**config.mk**
```make
export PLATFORM = sky130hd
export DESIGN_NAME = cv32e40p_rf_wb_arbiter_flat
export DESIGN_NICKNAME = d
export VERILOG_FILES = /design/src/rtl/cv32e40p_pkg.sv /design/src/rtl/cv32e40p_rf_wb_arbiter_if.sv /design/src/rtl/cv32e40p_fifo.sv /design/src/rtl/cv32e40p_rf_wb_arbiter.sv /design/src/flat_wrapper.sv
export SDC_FILE = /design/constraint.sdc
export NUM_CORES = 1
export LEC_CHECK = 0
export BUFFER_PORTS_ARGS = -buffer_cell sky130_fd_sc_hd__buf_2
export CAP_MARGIN = 40
export CORE_MARGIN = 8
export CORE_UTILIZATION = 40
export CTS_CLUSTER_SIZE = 30
export DETAILED_ROUTE_END_ITERATION = 7
export PLACE_DENSITY = 0.81
export SLEW_MARGIN = 20
export SYNTH_ARGS = -nofsm -noshare
export SYNTH_HDL_FRONTEND = slang
export SYNTH_SLANG_ARGS = --single-unit
export TNS_END_PERCENT = 100
```
**constraint.sdc**
```tcl
create_clock -name clk -period 8.86 [get_ports clk]
set_input_delay 1.772 -clock clk [delete_from_list [all_inputs] [get_ports clk]]
set_output_delay 1.772 -clock clk [all_outputs]
set_load 0.01 [all_outputs]
```
**src/rtl/cv32e40p_pkg.sv**
```systemverilog
// Shared types and constants for the register-file writeback arbiter.
package cv32e40p_pkg;

  // Which source drives register-file write port B in a given cycle.
  typedef enum logic [1:0] {
    WB_SRC_LSU  = 2'd0,
    WB_SRC_FIFO = 2'd1,
    WB_SRC_APU  = 2'd2,
    WB_SRC_NONE = 2'd3
  } wb_src_e;

  // Integer register x0 is hard-wired to zero; writes to it are dropped.
  // Address 32 (f0, FP bank selected by the top address bit) stays writable.
  localparam int unsigned RF_X0_ADDR = 0;

  // Pointer width for a FIFO of the given depth (at least one bit).
  function automatic int unsigned fifo_ptr_width(input int unsigned depth);
    return (depth > 1) ? $clog2(depth) : 1;
  endfunction

  // Occupancy counter width: must be able to hold the value 'depth'.
  function automatic int unsigned fifo_cnt_width(input int unsigned depth);
    return $clog2(depth) + 1;
  endfunction

endpackage

```
**src/rtl/cv32e40p_rf_wb_arbiter_if.sv**
```systemverilog
// Bundle of writeback sources, register-file write ports and status flags.
//
// Handshake rules:
//   ex_* and lsu_* are fire-and-forget: a write is presented for exactly the
//   cycle its *_we_i is high and is never back-pressured.
//   apu_* uses valid/ready: a result transfers on every rising clock edge
//   where apu_valid_i and apu_ready_o are both high. While apu_valid_i is high
//   and apu_ready_o low, the producer must hold apu_waddr_i/apu_wdata_i stable.
//   apu_ready_o may depend combinationally on lsu_we_i in the same cycle.
interface cv32e40p_rf_wb_arbiter_if #(
  parameter int unsigned ADDR_WIDTH = 6,
  parameter int unsigned DATA_WIDTH = 32
);
  // EX-stage writeback
  logic                  ex_we_i;
  logic [ADDR_WIDTH-1:0] ex_waddr_i;
  logic [DATA_WIDTH-1:0] ex_wdata_i;
  // Load result
  logic                  lsu_we_i;
  logic [ADDR_WIDTH-1:0] lsu_waddr_i;
  logic [DATA_WIDTH-1:0] lsu_wdata_i;
  // APU result
  logic                  apu_valid_i;
  logic [ADDR_WIDTH-1:0] apu_waddr_i;
  logic [DATA_WIDTH-1:0] apu_wdata_i;
  logic                  apu_ready_o;
  // Register file write port A
  logic                  we_a_o;
  logic [ADDR_WIDTH-1:0] waddr_a_o;
  logic [DATA_WIDTH-1:0] wdata_a_o;
  // Register file write port B
  logic                  we_b_o;
  logic [ADDR_WIDTH-1:0] waddr_b_o;
  logic [DATA_WIDTH-1:0] wdata_b_o;
  // Status
  logic                  apu_pending_o;
  logic                  waw_collision_o;

  // Pipeline side: drives the sources, observes the ports.
  modport master (
    output ex_we_i, ex_waddr_i, ex_wdata_i,
    output lsu_we_i, lsu_waddr_i, lsu_wdata_i,
    output apu_valid_i, apu_waddr_i, apu_wdata_i,
    input  apu_ready_o,
    input  we_a_o, waddr_a_o, wdata_a_o,
    input  we_b_o, waddr_b_o, wdata_b_o,
    input  apu_pending_o, waw_collision_o
  );

  // Arbiter side.
  modport slave (
    input  ex_we_i, ex_waddr_i, ex_wdata_i,
    input  lsu_we_i, lsu_waddr_i, lsu_wdata_i,
    input  apu_valid_i, apu_waddr_i, apu_wdata_i,
    output apu_ready_o,
    output we_a_o, waddr_a_o, wdata_a_o,
    output we_b_o, waddr_b_o, wdata_b_o,
    output apu_pending_o, waw_collision_o
  );

endinterface

```
**src/rtl/cv32e40p_fifo.sv**
```systemverilog
// Small synchronous FIFO with asynchronous clear; simultaneous push and pop
// are allowed even when full (the popped slot is reused by the push).
module cv32e40p_fifo
  import cv32e40p_pkg::*;
#(
  parameter  int unsigned DATA_WIDTH = 38,
  parameter  int unsigned DEPTH      = 2,
  localparam int unsigned PTR_W      = fifo_ptr_width(DEPTH),
  localparam int unsigned CNT_W      = fifo_cnt_width(DEPTH)
) (
  input  logic                  clk,
  input  logic                  rst_n,
  input  logic                  push_i,
  input  logic                  pop_i,
  input  logic [DATA_WIDTH-1:0] data_i,
  output logic [DATA_WIDTH-1:0] data_o,
  output logic                  empty_o,
  output logic                  full_o,
  output logic [CNT_W-1:0]      count_o
);

  logic [DATA_WIDTH-1:0] mem_q [DEPTH];
  logic [PTR_W-1:0]      rd_ptr_q, rd_ptr_d;
  logic [PTR_W-1:0]      wr_ptr_q, wr_ptr_d;
  logic [CNT_W-1:0]      cnt_q, cnt_d;
  logic                  do_push, do_pop;

  // Pointers wrap modulo DEPTH, which need not be a power of two.
  function automatic logic [PTR_W-1:0] ptr_inc(input logic [PTR_W-1:0] p);
    return (p == PTR_W'(DEPTH - 1)) ? '0 : p + PTR_W'(1);
  endfunction

  assign empty_o = (cnt_q == '0);
  assign full_o  = (cnt_q == CNT_W'(DEPTH));
  assign count_o = cnt_q;
  assign data_o  = mem_q[rd_ptr_q];
  assign do_pop  = pop_i && !empty_o;
  assign do_push = push_i && (!full_o || do_pop);

  // Next pointer and occupancy values from this cycle's push/pop.
  always_comb begin
    rd_ptr_d = rd_ptr_q;
    wr_ptr_d = wr_ptr_q;
    cnt_d    = cnt_q;
    if (do_pop) begin
      rd_ptr_d = ptr_inc(rd_ptr_q);
    end
    if (do_push) begin
      wr_ptr_d = ptr_inc(wr_ptr_q);
    end
    case ({do_push, do_pop})
      2'b10:   cnt_d = cnt_q + CNT_W'(1);
      2'b01:   cnt_d = cnt_q - CNT_W'(1);
      default: cnt_d = cnt_q;
    endcase
  end

  // Control state; reset empties the FIFO immediately, without a clock.
  always_ff @(posedge clk or negedge rst_n) begin
    if (!rst_n) begin
      rd_ptr_q <= '0;
      wr_ptr_q <= '0;
      cnt_q    <= '0;
    end else begin
      rd_ptr_q <= rd_ptr_d;
      wr_ptr_q <= wr_ptr_d;
      cnt_q    <= cnt_d;
    end
  end

  // Storage; contents are only meaningful below the occupancy count.
  always_ff @(posedge clk) begin
    if (do_push) begin
      mem_q[wr_ptr_q] <= data_i;
    end
  end

endmodule

```
**src/rtl/cv32e40p_rf_wb_arbiter.sv**
```systemverilog
// Register-file writeback arbiter: EX owns port A, LSU/APU share port B with
// a skid buffer absorbing APU results that lose arbitration.
module cv32e40p_rf_wb_arbiter
  import cv32e40p_pkg::*;
#(
  parameter int unsigned ADDR_WIDTH     = 6,
  parameter int unsigned DATA_WIDTH     = 32,
  parameter int unsigned APU_FIFO_DEPTH = 2
) (
  input logic                     clk,
  input logic                     rst_n,
  cv32e40p_rf_wb_arbiter_if.slave bus
);

  localparam int unsigned ENTRY_W = ADDR_WIDTH + DATA_WIDTH;
  localparam int unsigned CNT_W   = fifo_cnt_width(APU_FIFO_DEPTH);
  localparam logic [ADDR_WIDTH-1:0] X0_ADDR = ADDR_WIDTH'(RF_X0_ADDR);

  wb_src_e               src_b;
  logic                  fifo_push;
  logic                  fifo_pop;
  logic                  fifo_empty;
  logic                  fifo_full;
  logic [CNT_W-1:0]      fifo_cnt;
  logic [ENTRY_W-1:0]    fifo_wdata;
  logic [ENTRY_W-1:0]    fifo_rdata;
  logic                  apu_ready;
  logic                  we_b_raw;
  logic [ADDR_WIDTH-1:0] waddr_b;
  logic [DATA_WIDTH-1:0] wdata_b;
  logic                  we_b;
  logic                  we_a;
  logic                  collision_d;
  logic                  collision_q;

  // Port B source: loads are never stalled, then buffered APU results in
  // order, and only with an empty buffer may a fresh APU result go straight
  // through.
  always_comb begin
    src_b = WB_SRC_NONE;
    if (bus.lsu_we_i) begin
      src_b = WB_SRC_LSU;
    end else if (!fifo_empty) begin
      src_b = WB_SRC_FIFO;
    end else if (bus.apu_valid_i) begin
      src_b = WB_SRC_APU;
    end
  end

  // Port B data path; address/data follow the selected source even when the
  // write enable ends up gated.
  always_comb begin
    we_b_raw = 1'b1;
    waddr_b  = bus.apu_waddr_i;
    wdata_b  = bus.apu_wdata_i;
    case (src_b)
      WB_SRC_LSU: begin
        waddr_b = bus.lsu_waddr_i;
        wdata_b = bus.lsu_wdata_i;
      end
      WB_SRC_FIFO: begin
        {waddr_b, wdata_b} = fifo_rdata;
      end
      WB_SRC_APU: begin
        waddr_b = bus.apu_waddr_i;
        wdata_b = bus.apu_wdata_i;
      end
      default: begin
        we_b_raw = 1'b0;
      end
    endcase
  end

  // Skid-buffer control: drain whenever port B is free of loads; accept a
  // new APU result if there is room now or the head leaves this cycle.
  always_comb begin
    fifo_pop   = (src_b == WB_SRC_FIFO);
    apu_ready  = !fifo_full || fifo_pop;
    fifo_push  = bus.apu_valid_i && apu_ready && (src_b != WB_SRC_APU);
    fifo_wdata = {bus.apu_waddr_i, bus.apu_wdata_i};
  end

  // Write enables: x0 writes are dropped, and when both ports hit the same
  // register the port-B write (the later result) wins.
  always_comb begin
    we_b        = we_b_raw && (waddr_b != X0_ADDR);
    collision_d = bus.ex_we_i && (bus.ex_waddr_i != X0_ADDR) &&
                  we_b && (waddr_b == bus.ex_waddr_i);
    we_a        = bus.ex_we_i && (bus.ex_waddr_i != X0_ADDR) && !collision_d;
  end

  // Collision flag: one-cycle registered pulse after the dropped port-A write.
  always_ff @(posedge clk or negedge rst_n) begin
    if (!rst_n) begin
      collision_q <= 1'b0;
    end else begin
      collision_q <= collision_d;
    end
  end

  cv32e40p_fifo #(
    .DATA_WIDTH (ENTRY_W),
    .DEPTH      (APU_FIFO_DEPTH)
  ) u_apu_fifo (
    .clk     (clk),
    .rst_n   (rst_n),
    .push_i  (fifo_push),
    .pop_i   (fifo_pop),
    .data_i  (fifo_wdata),
    .data_o  (fifo_rdata),
    .empty_o (fifo_empty),
    .full_o  (fifo_full),
    .count_o (fifo_cnt)
  );

  assign bus.we_a_o          = we_a;
  assign bus.waddr_a_o       = bus.ex_waddr_i;
  assign bus.wdata_a_o       = bus.ex_wdata_i;
  assign bus.we_b_o          = we_b;
  assign bus.waddr_b_o       = waddr_b;
  assign bus.wdata_b_o       = wdata_b;
  assign bus.apu_ready_o     = apu_ready;
  assign bus.apu_pending_o   = (fifo_cnt != '0);
  assign bus.waw_collision_o = collision_q;

endmodule

```
**src/flat_wrapper.sv**
```systemverilog
// flat-port wrapper written by rule: the top's interface ports become plain ports
module cv32e40p_rf_wb_arbiter_flat import cv32e40p_pkg::*;
#(
  parameter int unsigned ADDR_WIDTH     = 6,
  parameter int unsigned DATA_WIDTH     = 32,
  parameter int unsigned APU_FIFO_DEPTH = 2
)
  (clk, rst_n, bus_ex_we_i, bus_ex_waddr_i, bus_ex_wdata_i, bus_lsu_we_i, bus_lsu_waddr_i, bus_lsu_wdata_i, bus_apu_valid_i, bus_apu_waddr_i, bus_apu_wdata_i, bus_apu_ready_o, bus_we_a_o, bus_waddr_a_o, bus_wdata_a_o, bus_we_b_o, bus_waddr_b_o, bus_wdata_b_o, bus_apu_pending_o, bus_waw_collision_o);
  cv32e40p_rf_wb_arbiter_if #(.ADDR_WIDTH(ADDR_WIDTH), .DATA_WIDTH(DATA_WIDTH)) bus_i ();
  input logic clk;
  input logic rst_n;
  input wire logic [$bits(bus_i.ex_we_i)-1:0] bus_ex_we_i;
  input wire logic [$bits(bus_i.ex_waddr_i)-1:0] bus_ex_waddr_i;
  input wire logic [$bits(bus_i.ex_wdata_i)-1:0] bus_ex_wdata_i;
  input wire logic [$bits(bus_i.lsu_we_i)-1:0] bus_lsu_we_i;
  input wire logic [$bits(bus_i.lsu_waddr_i)-1:0] bus_lsu_waddr_i;
  input wire logic [$bits(bus_i.lsu_wdata_i)-1:0] bus_lsu_wdata_i;
  input wire logic [$bits(bus_i.apu_valid_i)-1:0] bus_apu_valid_i;
  input wire logic [$bits(bus_i.apu_waddr_i)-1:0] bus_apu_waddr_i;
  input wire logic [$bits(bus_i.apu_wdata_i)-1:0] bus_apu_wdata_i;
  output wire logic [$bits(bus_i.apu_ready_o)-1:0] bus_apu_ready_o;
  output wire logic [$bits(bus_i.we_a_o)-1:0] bus_we_a_o;
  output wire logic [$bits(bus_i.waddr_a_o)-1:0] bus_waddr_a_o;
  output wire logic [$bits(bus_i.wdata_a_o)-1:0] bus_wdata_a_o;
  output wire logic [$bits(bus_i.we_b_o)-1:0] bus_we_b_o;
  output wire logic [$bits(bus_i.waddr_b_o)-1:0] bus_waddr_b_o;
  output wire logic [$bits(bus_i.wdata_b_o)-1:0] bus_wdata_b_o;
  output wire logic [$bits(bus_i.apu_pending_o)-1:0] bus_apu_pending_o;
  output wire logic [$bits(bus_i.waw_collision_o)-1:0] bus_waw_collision_o;
  assign bus_i.ex_we_i = bus_ex_we_i;
  assign bus_i.ex_waddr_i = bus_ex_waddr_i;
  assign bus_i.ex_wdata_i = bus_ex_wdata_i;
  assign bus_i.lsu_we_i = bus_lsu_we_i;
  assign bus_i.lsu_waddr_i = bus_lsu_waddr_i;
  assign bus_i.lsu_wdata_i = bus_lsu_wdata_i;
  assign bus_i.apu_valid_i = bus_apu_valid_i;
  assign bus_i.apu_waddr_i = bus_apu_waddr_i;
  assign bus_i.apu_wdata_i = bus_apu_wdata_i;
  assign bus_apu_ready_o = bus_i.apu_ready_o;
  assign bus_we_a_o = bus_i.we_a_o;
  assign bus_waddr_a_o = bus_i.waddr_a_o;
  assign bus_wdata_a_o = bus_i.wdata_a_o;
  assign bus_we_b_o = bus_i.we_b_o;
  assign bus_waddr_b_o = bus_i.waddr_b_o;
  assign bus_wdata_b_o = bus_i.wdata_b_o;
  assign bus_apu_pending_o = bus_i.apu_pending_o;
  assign bus_waw_collision_o = bus_i.waw_collision_o;
  cv32e40p_rf_wb_arbiter #(.ADDR_WIDTH(ADDR_WIDTH), .DATA_WIDTH(DATA_WIDTH), .APU_FIFO_DEPTH(APU_FIFO_DEPTH)) u_core (.clk(clk), .rst_n(rst_n), .bus(bus_i));
endmodule
```
==> summary by stage <==
Floorplan
The initial standard-cell utilization of the core is 40.45%. Row generation in the floorplan step produced 37 rows. The core footprint is 10140 µm².

The die covers 13750 µm². The vertical die dimension is 117.3 µm. During I/O placement, the number of pins put on the boundary was 200.

The die is 117.3 µm wide.

Clock network
In this run, post-CTS repair resized a total of 0 instances. The sink count of the clock tree is 81. After clock tree synthesis, the clock-pin slew on the worst setup and hold paths is 70 ps. The level count of the clock H-tree is 3. The latest clock arrival within the worst-skew pair is approximately 340 ps.

The cell sitting at the root of the clock tree is a sky130_fd_sc_hd__clkbuf_8. For this design, the CTS-stage hold fixing added 0 buffers. TritonCTS created 9 clock buffers. The buffer levels on the longest clock path is 2. Post-CTS timing repair inserted 0 buffers for setup. The CTS tree is yes.

GRT
The number of antenna violations at the first check in global routing was 0. After global routing the overflow that remains totals 0. The via count of the first global-routing pass came to 2980. The total routing resource utilization after global routing is 13.55%. Entering global routing, the biggest net connects 55 pins. The first global-routing pass estimated 14460 µm of wire.

Pwr
The portion of total power attributed to the clock network is 16.9%. The power share of the sequential group is 43.2%. Of the total power, the share spent switching nets is 35.83%.

The proportion of power drawn by combinational gates is 39.9%. The completed layout was analyzed and its total power is 0.001292 W. Power spread over the standard cell area amounts to between 200 and 300 nW/µm². The peak ir drop on the vdd network is 0.1248 mV. The static leakage is 1.971 nW. The switching power summed over all nets is 0.0004630 W. The internal power of the cells totals 0.0008293 W.

Worst setup path
The startpoint of the worst register-to-register path is u_core.u_apu_fifo.rd_ptr_q. In this run the number of cells on the critical path is 7. The dominant cell type by count on the critical path is sky130_fd_sc_hd__buf_2. STA classifies the critical path startpoint as an input pin. The number of cells on the worst reg-to-reg path is 6. In this run the critical register-to-register path is captured at u_core.bus.waw_collision_o. Walking the worst path, the cells encountered are buf_2 > o21ba_1 > a221oi_1 > xor2_1 > nor4_1 > a31oi_1 > buf_2. The critical path data required time is 7090 ps. The endpoint type of the worst setup path is an output port. In this run the worst path has a maximum fanout of 38. For this run, the slowest stage of the critical path takes 550 ps. For flop-to-flop paths, the worst setup slack is roughly 6400 ps. For the worst setup path, the data arrival time is 4030 ps.

The cell at the slowest stage of the critical path is sky130_fd_sc_hd__a221oi_1. The gate family responsible for the most delay along the worst path is compound AO/OA/AOI/OAI gates. The number of buffer and inverter stages on the critical path is 2.

The critical path is of the input pin to output port type.

Hold path
The path class of the tightest hold or removal check is register to register. Counting instances, the worst hold path has a depth of 1. The worst hold path begins at u_core.u_apu_fifo.wr_ptr_q.

For hold timing, the worst endpoint is u_core.u_apu_fifo.wr_ptr_q.

Route
The DRC violation total after the first TritonRoute iteration is 139. The routed wirelength normalized by instance count is 16.02 µm. The detail route stage leaves a number of antenna-violating nets equal to 0. After detailed routing, the total wire length is 9389 µm. The count of TritonRoute iterations in the first routing pass is 4. The number of vias in the routed layout is 2933. After detailed routing, the number of vias per cell comes to 5.005. For this run, design rule violations remaining after detail routing come to 0.

Final layout
The number of standard cells in the layout, taps in and fillers out is 586. In the layout the commonest cells are sky130_fd_sc_hd__buf_2 (135), sky130_fd_sc_hd__edfxtp_1 (76), sky130_fd_sc_hd__mux2i_1 (38), sky130_fd_sc_hd__nor2_1 (34). The post-route cell area is 4787 µm². The repair_antennas step left the layout with diodes totalling 0.

The library cell used most frequently in the layout, excluding fill and tap cells, is sky130_fd_sc_hd__buf_2. The filler cells instantiated in the layout total between 900 and 1000. The area taken by multi-input logic gates is 1279 µm². The sequential cells in the finished layout cover a total of 2409 µm².

The area growth from synthesis to layout is 16.72%. The post-route netlist has 34.67% of its cells at a drive strength greater than 1. The net count of the finished layout is 567.

Timing
Derived from the worst setup path, the maximum achievable clock frequency is 0.1724 GHz. The transition time at the pin with the least slew margin is 809.2 ps. The number of failing hold endpoints at the final stage is 0. The post-route clock skew is about 7.8 ps. Setup violations remaining at the end of the flow were counted as 0. The total negative setup slack is 0 ps.

Headroom to the max-slew limit came out at a little under half. In the post-route analysis, the smallest setup slack over all paths is 3060 ps. The total count of max-transition violations in the final report is 0. The share of the cycle needed by the critical path after routing is 65.46%.

The shortest period the worst path allows is 5800 ps. Setup repair after global routing left no endpoint under its margin.

Synthesis
In this run the cell area of the synthesized design comes to slightly above 4000 µm². The net count after synthesis is 476. In this run, synthesis produced a sequential element count of 81.

After synthesis, the mean cell area works out to 11.52 µm². The distinct cell type count of the synthesized netlist is 32. The synthesis warning total is 0.

The instance count of the mapped netlist is 356. The proportion of synthesized chip area in sequential cells is 58.69%.

Job
The max-capacitance violation count is 0.

Status
The run finished with clean final reports.

Place
The area after detailed placement is around 4600 µm². The worst slack at placement is 3080 ps. The number of cells in the design after placement is 572.

Routability-driven placement finished with a final weighted congestion of 0.9264. Summed over all nets, the half-perimeter wirelength after detailed placement is 6800 µm. Input and output buffers added on the ports amount to about 140.
cell usage after synthesis (all sizes together):
master,count,area share (%)
buf,52,8.9
a222oi,1,0.24
xnor2,3,0.64
a221oi,5,1.4
mux2i,38,9.3
ha,1,0.31
dfrtp,5,3.1
o32a,1,0.24
or3,1,0.15
nand3b,1,0.18
o21ai,32,3.9
a31oi,1,0.15
nand2,32,2.9
nor2,36,3.3
inv,9,0.82
xor2,8,1.7
o21ba,1,0.24
or4,2,0.37
nor3,2,0.52
o31ai,1,0.18
nor4,6,0.92
edfxtp,76,56
a21oi,32,3.9
and3,1,0.15
nand3,1,0.12
clkbuf,8,0.73
state kept, by name (all words and copies together) (netlist names):
name,cells
u_core.u_apu_fifo.mem_q,76
u_core.u_apu_fifo.count_o,2
u_core.bus.waw_collision_o,1
u_core.u_apu_fifo.rd_ptr_q,1
u_core.u_apu_fifo.wr_ptr_q,1
stage by stage:
step	hold slack, ps	utilization [%]
after floorplan	468.1	-
after global placement	532.1	45.27
after detailed placement	547.8	45.81
after CTS	558.3	47.22
after global routing	588.7	47.22
final	552.6	47.22
how the worst max path moves through the flow:
stage	start	end	slack, ps
final	bus_lsu_we_i	bus_we_a_o	3060
after global routing	bus_lsu_we_i	bus_we_a_o	2870
after CTS	bus_lsu_we_i	bus_we_a_o	3070
after detailed placement	bus_lsu_we_i	bus_we_a_o	3080
after global placement	bus_lsu_we_i	bus_we_a_o	3200
after floorplan	bus_lsu_we_i	bus_we_a_o	3640
cell families (layout without fill, tap and decap cells):
group           Yosys count  count (layout)  synth area share (%)
simple gates             82              82                 8.634
mux                      38              38                 9.274
fa+ha+maj                 1               1                0.3050
compound gates           74              74                 10.25
xor+xnor                 11              11                 2.349
flops                    81              81                 58.69
buf+inv                  69             163                 10.49
final cells by class:
cell class / count / share of cell area (%)
clock buffers: 12 / 2.823
clock inverters: 2 / 0.1568
inverters: 9 / 0.7057
multi-input cells: 206 / 26.71
flip-flops and latches: 81 / 50.31
well taps: 136 / 3.555
repair buffers: 140 / 15.73
power groups by stage:
| stage | clock network, W | logic, W | registers, W |
|---|---|---|---|
| CTS | 0.000228 | 0.000524 | 0.000559 |
| global route | 0.000244 | 0.000572 | 0.000566 |
| floorplan | 0 | 0.000373 | 0.000553 |
| global placement | 0 | 0.000491 | 0.000564 |
| detailed placement | 0 | 0.000522 | 0.000568 |
| finish | 0.000219 | 0.000515 | 0.000558 |
routing by layer:
metal / global-route usage [%] / part of all wire (%) / up-vias
met2: 22.35 / 48 / 142
met3: 5.080 / 9.4 / 9
met1: 15.81 / 42 / 1362
met4: 4.778 / 1.0 / 0
met5: 0 / 0 / -
li1: - / - / 1420
Power figures use the tool's default switching activity.
